===== src/rtl/exec_div_pkg.sv =====
// Shared constants, FSM encoding and helpers for the RV32M execute-stage divider.
package exec_div_pkg;

    localparam int XLEN = 32;

    localparam logic [6:0] OPCODE_OP     = 7'b0110011;
    localparam logic [6:0] FUNCT7_MULDIV = 7'b0000001;

    localparam logic [2:0] FUNCT3_DIV  = 3'b100;
    localparam logic [2:0] FUNCT3_DIVU = 3'b101;
    localparam logic [2:0] FUNCT3_REM  = 3'b110;
    localparam logic [2:0] FUNCT3_REMU = 3'b111;

    typedef enum logic [1:0] {
        IDLE = 2'd0,
        BUSY = 2'd1,
        DONE = 2'd2
    } div_state_e;

    function automatic logic [XLEN-1:0] neg_if(input logic cond, input logic [XLEN-1:0] v);
        return cond ? -v : v;
    endfunction

endpackage


===== src/rtl/exec_div_core.sv =====
// Unsigned 32-iteration restoring divider; quotient/remainder are valid while done is high.
module divu_core
    import exec_div_pkg::*;
(
    input  logic            CLK,
    input  logic            RST,
    input  logic            start,
    input  logic            abort,
    input  logic [XLEN-1:0] dividend,
    input  logic [XLEN-1:0] divisor,
    output logic            done,
    output logic [XLEN-1:0] quotient,
    output logic [XLEN-1:0] remainder
);

    logic            running;
    logic [4:0]      cnt;
    logic [XLEN-1:0] rem_q;
    logic [XLEN-1:0] quo_q;
    logic [XLEN-1:0] dsr_q;
    logic [XLEN:0]   shifted;
    logic [XLEN:0]   diff;
    logic            q_bit;
    logic [XLEN-1:0] rem_nxt;

    // quo_q shifts dividend bits out at the top while quotient bits enter at the bottom
    always_comb begin
        shifted = {rem_q, quo_q[XLEN-1]};
        diff    = shifted - {1'b0, dsr_q};
        q_bit   = ~diff[XLEN];
        rem_nxt = q_bit ? diff[XLEN-1:0] : shifted[XLEN-1:0];
    end

    assign quotient  = {quo_q[XLEN-2:0], q_bit};
    assign remainder = rem_nxt;
    assign done      = running && (cnt == 5'd31);

    always_ff @(posedge CLK) begin
        if (RST) begin
            running <= 1'b0;
            cnt     <= '0;
            rem_q   <= '0;
            quo_q   <= '0;
            dsr_q   <= '0;
        end else if (abort) begin
            running <= 1'b0;
        end else if (start) begin
            running <= 1'b1;
            cnt     <= '0;
            rem_q   <= '0;
            quo_q   <= dividend;
            dsr_q   <= divisor;
        end else if (running) begin
            rem_q <= rem_nxt;
            quo_q <= quotient;
            cnt   <= cnt + 5'd1;
            if (cnt == 5'd31) running <= 1'b0;
        end
    end

endmodule


===== src/rtl/exec_div.sv =====
// Execute-stage DIV/DIVU/REM/REMU unit: decode, sign handling, fast path, FSM and result register.
module exec_div
    import exec_div_pkg::*;
(
    input  logic            CLK,
    input  logic            RST,
    input  logic            FLUSH,
    input  logic            STALL,
    input  logic            SCHEDULE_1ST_VALID,
    input  logic [31:0]     SCHEDULE_1ST_PC,
    input  logic [6:0]      SCHEDULE_1ST_OPCODE,
    input  logic [4:0]      SCHEDULE_1ST_RD,
    input  logic [2:0]      SCHEDULE_1ST_FUNCT3,
    input  logic [6:0]      SCHEDULE_1ST_FUNCT7,
    input  logic [XLEN-1:0] REG_RS1_DATA,
    input  logic [XLEN-1:0] REG_RS2_DATA,
    output logic            DIV_STALL,
    output logic            DIV_VALID,
    output logic [31:0]     DIV_PC,
    output logic [4:0]      DIV_RD,
    output logic [XLEN-1:0] DIV_DATA
);

    div_state_e      state_q, state_d;
    logic            is_div, is_signed, is_rem, div_zero, overflow, fast;
    logic            accept, core_start, core_done;
    logic [XLEN-1:0] fast_data, rs1_abs, rs2_abs, core_quo, core_rem;
    logic [31:0]     pc_op;
    logic [4:0]      rd_op;
    logic            rem_op, neg_quo, neg_rem;

    always_comb begin
        is_div    = SCHEDULE_1ST_VALID && (SCHEDULE_1ST_OPCODE == OPCODE_OP)
                    && (SCHEDULE_1ST_FUNCT7 == FUNCT7_MULDIV)
                    && (SCHEDULE_1ST_FUNCT3 inside {FUNCT3_DIV, FUNCT3_DIVU, FUNCT3_REM, FUNCT3_REMU});
        is_signed = (SCHEDULE_1ST_FUNCT3 == FUNCT3_DIV) || (SCHEDULE_1ST_FUNCT3 == FUNCT3_REM);
        is_rem    = (SCHEDULE_1ST_FUNCT3 == FUNCT3_REM) || (SCHEDULE_1ST_FUNCT3 == FUNCT3_REMU);
        div_zero  = (REG_RS2_DATA == '0);
        overflow  = is_signed && (REG_RS1_DATA == 32'h8000_0000) && (REG_RS2_DATA == 32'hFFFF_FFFF);
        fast      = div_zero || overflow;
        if (div_zero) fast_data = is_rem ? REG_RS1_DATA : 32'hFFFF_FFFF;
        else          fast_data = is_rem ? 32'h0000_0000 : 32'h8000_0000;
        rs1_abs   = neg_if(is_signed && REG_RS1_DATA[XLEN-1], REG_RS1_DATA);
        rs2_abs   = neg_if(is_signed && REG_RS2_DATA[XLEN-1], REG_RS2_DATA);
    end

    always_ff @(posedge CLK) begin
        if (RST) state_q <= IDLE;
        else     state_q <= state_d;
    end

    always_comb begin
        state_d = state_q;
        if (FLUSH) begin
            state_d = IDLE;
        end else begin
            case (state_q)
                IDLE:    if (accept) state_d = fast ? DONE : BUSY;
                BUSY:    if (core_done) state_d = DONE;
                DONE:    if (!STALL) state_d = IDLE;
                default: state_d = IDLE;
            endcase
        end
    end

    always_comb begin
        DIV_VALID  = (state_q == DONE);
        DIV_STALL  = ((state_q == IDLE) && is_div && !FLUSH) || (state_q == BUSY);
        accept     = (state_q == IDLE) && is_div && !FLUSH && !STALL;
        core_start = accept && !fast;
    end

    divu_core u_core (
        .CLK       (CLK),
        .RST       (RST),
        .start     (core_start),
        .abort     (FLUSH),
        .dividend  (rs1_abs),
        .divisor   (rs2_abs),
        .done      (core_done),
        .quotient  (core_quo),
        .remainder (core_rem)
    );

    // Outputs only change on entry to DONE so they hold steady while STALL keeps us there
    always_ff @(posedge CLK) begin
        if (RST) begin
            pc_op    <= '0;
            rd_op    <= '0;
            rem_op   <= 1'b0;
            neg_quo  <= 1'b0;
            neg_rem  <= 1'b0;
            DIV_PC   <= '0;
            DIV_RD   <= '0;
            DIV_DATA <= '0;
        end else if (accept) begin
            pc_op   <= SCHEDULE_1ST_PC;
            rd_op   <= SCHEDULE_1ST_RD;
            rem_op  <= is_rem;
            neg_quo <= is_signed && (REG_RS1_DATA[XLEN-1] ^ REG_RS2_DATA[XLEN-1]);
            neg_rem <= is_signed && REG_RS1_DATA[XLEN-1];
            if (fast) begin
                DIV_PC   <= SCHEDULE_1ST_PC;
                DIV_RD   <= SCHEDULE_1ST_RD;
                DIV_DATA <= fast_data;
            end
        end else if ((state_q == BUSY) && core_done && !FLUSH) begin
            DIV_PC   <= pc_op;
            DIV_RD   <= rd_op;
            DIV_DATA <= rem_op ? neg_if(neg_rem, core_rem) : neg_if(neg_quo, core_quo);
        end
    end

endmodule


===== config.mk =====
export PLATFORM = sky130hd
export DESIGN_NAME = exec_div
export DESIGN_NICKNAME = d
export VERILOG_FILES = /design/src/rtl/exec_div_pkg.sv /design/src/rtl/exec_div_core.sv /design/src/rtl/exec_div.sv
export SDC_FILE = /design/constraint.sdc
export NUM_CORES = 1
export LEC_CHECK = 0
export ABC_AREA = 0
export CAP_MARGIN = 20
export CELL_PAD_IN_SITES_DETAIL_PLACEMENT = 0
export CELL_PAD_IN_SITES_GLOBAL_PLACEMENT = 1
export CORE_UTILIZATION = 44
export DETAILED_ROUTE_END_ITERATION = 6
export GPL_ROUTABILITY_DRIVEN = 0
export PLACE_DENSITY_LB_ADDON = 0.1
export SETUP_SLACK_MARGIN = 0.4
export SLEW_MARGIN = 20
export SYNTH_ARGS = -nofsm -noshare
export SYNTH_HDL_FRONTEND = slang
export SYNTH_SLANG_ARGS = --single-unit

===== constraint.sdc =====
create_clock -name CLK -period 11.3 [get_ports CLK]
set_input_delay 1.695 -clock CLK [delete_from_list [all_inputs] [get_ports CLK]]
set_output_delay 1.695 -clock CLK [all_outputs]
set_load 0.02 [all_outputs]

# Word-level counts from Yosys, hierarchy flattened
# Cells that the tools add are included.
# word_totals
latch_bits	0
reg_bits	213
output_inout_bits	71
mem_bits_ro	0
mem_bits_rw	0
memories	0
# classes
n_bitwise	3
n_lt_le_gt_ge	0
reduce_logical	32
muxes	32
n_addsub	6
shift	0
n_eq_ne	15
n_mul	0
div_mod_pow	0
# ops
cell	count
32-bit two-way mux	19
32-bit negation	4
32-bit == test, second input constant	2
33-bit by 32-bit subtractor with 33-bit output	1
32-bit logical NOT	1
5-bit two-way mux	5
1-bit logical AND	15
3-bit == test, second input constant	4
2-bit two-way mux	4
2-bit != test, second input constant	4
7-bit by 1-bit == test with 1-bit output, second input constant	1
7-bit by 6-bit == test with 1-bit output, second input constant	1
2-bit one-hot mux with 3 select lines	1
2-bit AND reduction	3
5-bit by 1-bit adder with 5-bit output, second input constant	1
5-bit == test, second input constant	1
1-bit logical OR	4
2-bit nonzero test	2
4-bit nonzero test	1
1-bit logical NOT	3
1-bit two-way mux	3
3-bit AND reduction	1
2-bit by 1-bit == test with 1-bit output, second input constant	1
2-bit == test, second input constant	1
other kinds (4)	5

# Longest topological paths before layout
# depth
word_depth	10
depth_mapped	25

# Cells and area by module
# Synthesis repeated with hierarchy kept, for this count alone.
# unflattened
cells_unflattened	1722
area_unflattened_um2	14151.1
# by_module_without_submodules
mod	area_per_inst_um2	cells_each	n_inst
exec_div	7729.9	969	1
divu_core	6421.2	753	1

# Least setup slack after synthesis
# OpenSTA, ideal clock, no wires.
# synth_timing
kind	flip-flop to flip-flop
start	reg u_core.quo_q[31]
end	reg DIV_DATA[20]
arrival_time_ns	4.604
n_path_buf	3
path_slack_ns	6.574
stages_incl_launch_ff	23
setup_time_ns	0.122
synth_period_minus_slack_ns	4.726
path_cell_list	dfxtp_1 inv_1 ha_1 fa_1 nand2b_1 a211oi_1 o21ai_1 a211oi_2 o21ai_0 and2_1 buf_4 buf_2 buf_2 o21ai_0 ha_1 nand2_1 or3_1 mux2i_1 nand3_1 o21ai_0 xnor2_1 a21oi_1 a221o_1
# synth_via
elab_chain_len	7
elab_cells_between_ends	10
cone_classes	3 x add/sub; 6 x mux; 1 x bitwise
# synth_rtl
element	line	text
from (decl)	exec_div_core.sv:19	logic [XLEN-1:0] quo_q;
from (signal assigned)	exec_div_core.sv:51	quo_q <= dividend;
from (signal assigned)	exec_div_core.sv:55	quo_q <= quotient;
33-bit by 32-bit subtractor with 33-bit output	exec_div_core.sv:29	diff = shifted - {1'b0, dsr_q};
32-bit two-way mux / 1-bit NOT (equally long branches)	exec_div_core.sv:31, exec_div_core.sv:30	
32-bit negation	exec_div_pkg.sv:21	return cond ? -v : v;
32-bit two-way mux	exec_div_pkg.sv:21	
32-bit two-way mux *	exec_div.sv:110	DIV_DATA <= rem_op ? neg_if(neg_rem, core_rem) : neg_if(neg_quo, core_quo);
32-bit two-way mux *	exec_div.sv:107	end else if ((state_q == BUSY) && core_done && !FLUSH) begin
32-bit two-way mux *	exec_div.sv:96	end else if (accept) begin
to (signal assigned)	exec_div.sv:105	DIV_DATA <= fast_data;
to (signal assigned)	exec_div.sv:110	
to (decl)	exec_div.sv:21	output logic [XLEN-1:0] DIV_DATA
# Every way passes the cells marked *; elsewhere a longest branch is shown, timed or not. The select of a mux whose other input is x is not followed.
# A chain may end at the register's enable or synchronous reset.

# Worst setup path in the final report
# Ends and elaborated chain as after synthesis.

==> impl_metrics.csv <==
group,metric,value,unit
timing,fin_setup_tns,0,ps
min_path,hold_depth,2,
clock_tree,postCtsSetupRepairBufs,0,
finish,drive_above_1_share,4.76,%
synth,ys.flop_type,"dfxtp_1",
timing,holdWs,440,ps
clock_tree,cts_tree,"yes",
timing,max_clock_freq,0.165,GHz
synth,synthesis.area,13800,µm²
critical_path,end_kind,"flop",
die,core-area,30700,µm²
detailed_routing,avgRoutedWirePerCell,19.2,µm
critical_path,critPathKind,"flop to flop",
synth,synthDistinctLibCells,86,
synth,async_flop_share,0,%
critical_path,reg2reg_depth,22,
clock_tree,cts_made_buffers,26,
critical_path,cp_data_required_time,11730,ps
power,p_leak,6.20,nW
synth,synth_top_family_by_area,"compound AO/OA/AOI/OAI gates",
global_routing,grt_max_degree,93,
synth,yosysTopAreaCell,"dfxtp_1",
timing,finalHoldViolations,0,
min_path,worstHoldPathType,"flop to flop",
clock_tree,clk-insertion-delay-late,550,ps
detailed_routing,vias,13720,
synth,yosysSeqAreaShare,30.9,%
min_path,hold_path_end,"DIV_DATA[7]$_SDFFE_PP0P_",
synth,synth_xor_xnor_area_share,9.02,%
synth,synth-seq-cells,213,
clock_tree,cts.sinks,213,
power,power_density,103,nW/µm²
timing,setup_viol,0,
synth,synth_edf_count,0,
timing,tightest_slew,1010,ps
critical_path,r2r-end,"DIV_DATA[20]$_SDFFE_PP0P_",
synth,syn_area_per_cell,7.54,µm²
detailed_routing,drc,0,
detailed_routing,antenna_left,0,
clock_tree,root_buffer,"clkbuf_16",
synth,synth_top_area_share,30.9,%
critical_path,start_kind,"flop",
synth,synth-warning-count,0,
global_routing,gr-usage-all-layers,28.2,%
synth,syn-num-nets,1991,
synth,synth_adder_area_share,3.69,%
die,rows,64,
synth,syn_inst,1828,
job,maxCapViolations,0,
power,peakVddDrop,114,µV
detailed_routing,vias_per_cell,5.78,
clock_tree,cts_resized,0,
clock_tree,hold_buffers,0,
critical_path,startpoint,"u_core.quo_q[31]$_SDFFE_PP0P_",
timing,grt_setup_unrepaired,"no",
finish,diodes,0,
finish,area_delta_synth_final,21.9,%
die,die-area,32000,µm²
place,dp_hpwl,33700,µm
timing,skew,17.5,ps
detailed_routing,drt_iter0_drc,1100,
die,ios,194,
timing,fin_crit,6080,ps
status,run_status,"finished, final reports clean",
critical_path,r2r_setup_slack,5220,ps
critical_path,crit_path_max_fanout,48,
clock_tree,htreeDepth,1,
timing,slew_violations,0,
critical_path,cp_data_arrival_time,6500,ps
clock_tree,clock_path_buffers,3,
die,start_util,44.9,%
synth,synth-simple-area-share,22.1,%
detailed_routing,wl,45600,µm
min_path,hold_path_startpoint,"DIV_DATA[7]$_SDFFE_PP0P_",
timing,maxSlewHeadroom,32.7,%
place,numPortBuffers,193,
timing,period_share,53.8,%
synth,synth_area_leaders,"dfxtp_1, nor2_1, a21oi_1",
finish,nets,2119,
critical_path,cpPeakStageDelay,470,ps
critical_path,crit_slowest_cell,"dfxtp_1",
global_routing,grt_pass1_wl,71100,µm
critical_path,critPathMostFrequentCell,"o21ai_0",
detailed_routing,drtPass1Iterations,5,
critical_path,crit_chain,"inv_1 > ha_1 > fa_1 > nand2b_1 > a211oi_1 > o21ai_1 > a211oi_2 > o21ai_0 > and2_2 > inv_2 > buf_4 > o21ai_0 > inv_1 > ha_1 > nand2_1 > or3_1 > mux2i_1 > nand3_1 > o21ai_0 > xnor2_1 > a21oi_1 > a221o_1",
global_routing,grt_pass1_vias,12842,
synth,synth_compound_area_share,24.6,%
die,die_y,179,µm
critical_path,critical_path.top_delay_family,"compound AO/OA/AOI/OAI gates",
global_routing,antenna_found_initial,0,
clock_tree,clk_pin_slew_worst_paths,60,ps
synth,synth_mux_area_share,4.78,%
finish,fillers,2981,
global_routing,grt_remaining_overflow,0,
die,die_w,179,µm
critical_path,cp_num_buf_inv,4,
critical_path,reg2reg_from,"u_core.quo_q[31]$_SDFFE_PP0P_",
worst register-to-register path: stages (launching register included):
cell	delay, ps
dfxtp_1	470
inv_1	80
ha_1	230
fa_1	420
nand2b_1	190
a211oi_1	450
o21ai_1	260
a211oi_2	270
o21ai_0	290
and2_2	300
inv_2	50
buf_4	460
o21ai_0	300
inv_1	120
ha_1	240
nand2_1	60
or3_1	390
mux2i_1	250
nand3_1	290
o21ai_0	280
xnor2_1	200
a21oi_1	110
a221o_1	260
sequential cells by signal, summed over array words and instances, names as in the netlist:
| register | count |
|---|---|
| u_core.running | 1 |
| u_core.dsr_q | 32 |
| state_q | 2 |
| neg_quo | 1 |
| pc_op | 32 |
| DIV_PC | 32 |
| u_core.quo_q | 32 |
| u_core.rem_q | 32 |
| DIV_RD | 5 |
| neg_rem | 1 |
| rd_op | 5 |
| rem_op | 1 |
| DIV_DATA | 32 |
| u_core.cnt | 5 |
power by group:
group | switching (W) | internal [W]
Clock | 0.000338 | 0.000525
Combinational | 0.0000587 | 0.0000542
Sequential | 0.00000000176 | 0.000751
logic make-up after synthesis:
family / count (synthesis)
AND/OR/NAND/NOR: 682
AO/OA/AOI/OAI: 519
flip-flops: 213
buffers and inverters: 167
XOR/XNOR: 142
multiplexers: 65
adder cells (fa/ha/maj): 40
metal layers:
layer / up-vias / track usage (%) / part of all wire [%]
met3: 69 / 6.76 / 7.8
met2: 442 / 43.8 / 44
met1: 6407 / 38.6 / 46
met5: - / 0 / 0
met4: 0 / 7.66 / 2.3
li1: 6802 / - / -
cell usage in the layout (no fill, tap or decap), types with 61 or more instances in the layout:
cell             Yosys  layout
a211oi_1           105     105
a21oi_1            163     162
clkdlybuf4s50_1      0     192
dfxtp_1            213     213
mux2i_1             61      61
nand2_1            210     209
nor2_1             280     278
o21ai_0             85      85
xnor2_1             76      76
xor2_1              66      66
final cells by class:
type	count	area (µm²)	area share (%)
repair buffers	212	2070	12.3
flip-flops and latches	213	4260	25.4
clock inverters	11	146	0.871
inverters	55	206	1.23
well taps	396	495	2.95
multi-input cells	1448	8870	52.8
clock buffers	37	742	4.42
cell usage after synthesis (11+ instances only):
library cell / instances
a211oi_1: 105
a21o_1: 12
a21oi_1: 163
a31oi_1: 13
buf_2: 11
clkbuf_1: 87
dfxtp_1: 213
ha_1: 39
inv_1: 52
mux2i_1: 61
nand2_1: 210
nand2b_1: 11
nand3_1: 25
nand4_1: 21
nor2_1: 280
nor2b_1: 16
nor3_1: 35
nor4_1: 18
o211ai_1: 11
o21ai_0: 85
o221ai_1: 17
o31ai_1: 27
or3_1: 18
or4_1: 11
xnor2_1: 76
xor2_1: 66
worst max path at each step:
stage	endpoint	slack (ps)	cells past startpoint
after floorplan	DIV_DATA[20]$_SDFFE_PP0P_	6570	22
after global placement	DIV_DATA[28]$_SDFFE_PP0P_	5380	22
after detailed placement	DIV_DATA[20]$_SDFFE_PP0P_	5350	22
after CTS	DIV_DATA[20]$_SDFFE_PP0P_	5290	22
after global routing	DIV_DATA[28]$_SDFFE_PP0P_	4740	22
final	DIV_DATA[20]$_SDFFE_PP0P_	5220	22
through the flow:
| step | instances | util, % | instance area, µm² | total power, W | setup slack [ps] |
|---|---|---|---|---|---|
| 3_3_place_gp | 2324 | 51.9 | 15900 | 0.000879 | 5380 |
| 6_report | 2372 | 54.8 | 16800 | 0.00173 | 5220 |
| 3_5_place_dp | 2324 | 51.9 | 15900 | 0.000879 | 5350 |
| 2_1_floorplan | 1828 | - | 13800 | 0.000808 | 6570 |
| 4_1_cts | 2372 | 54.8 | 16800 | 0.00174 | 5290 |
| 5_1_grt | 2372 | 54.8 | 16800 | 0.00178 | 4740 |
Power figures use the tool's default switching activity.
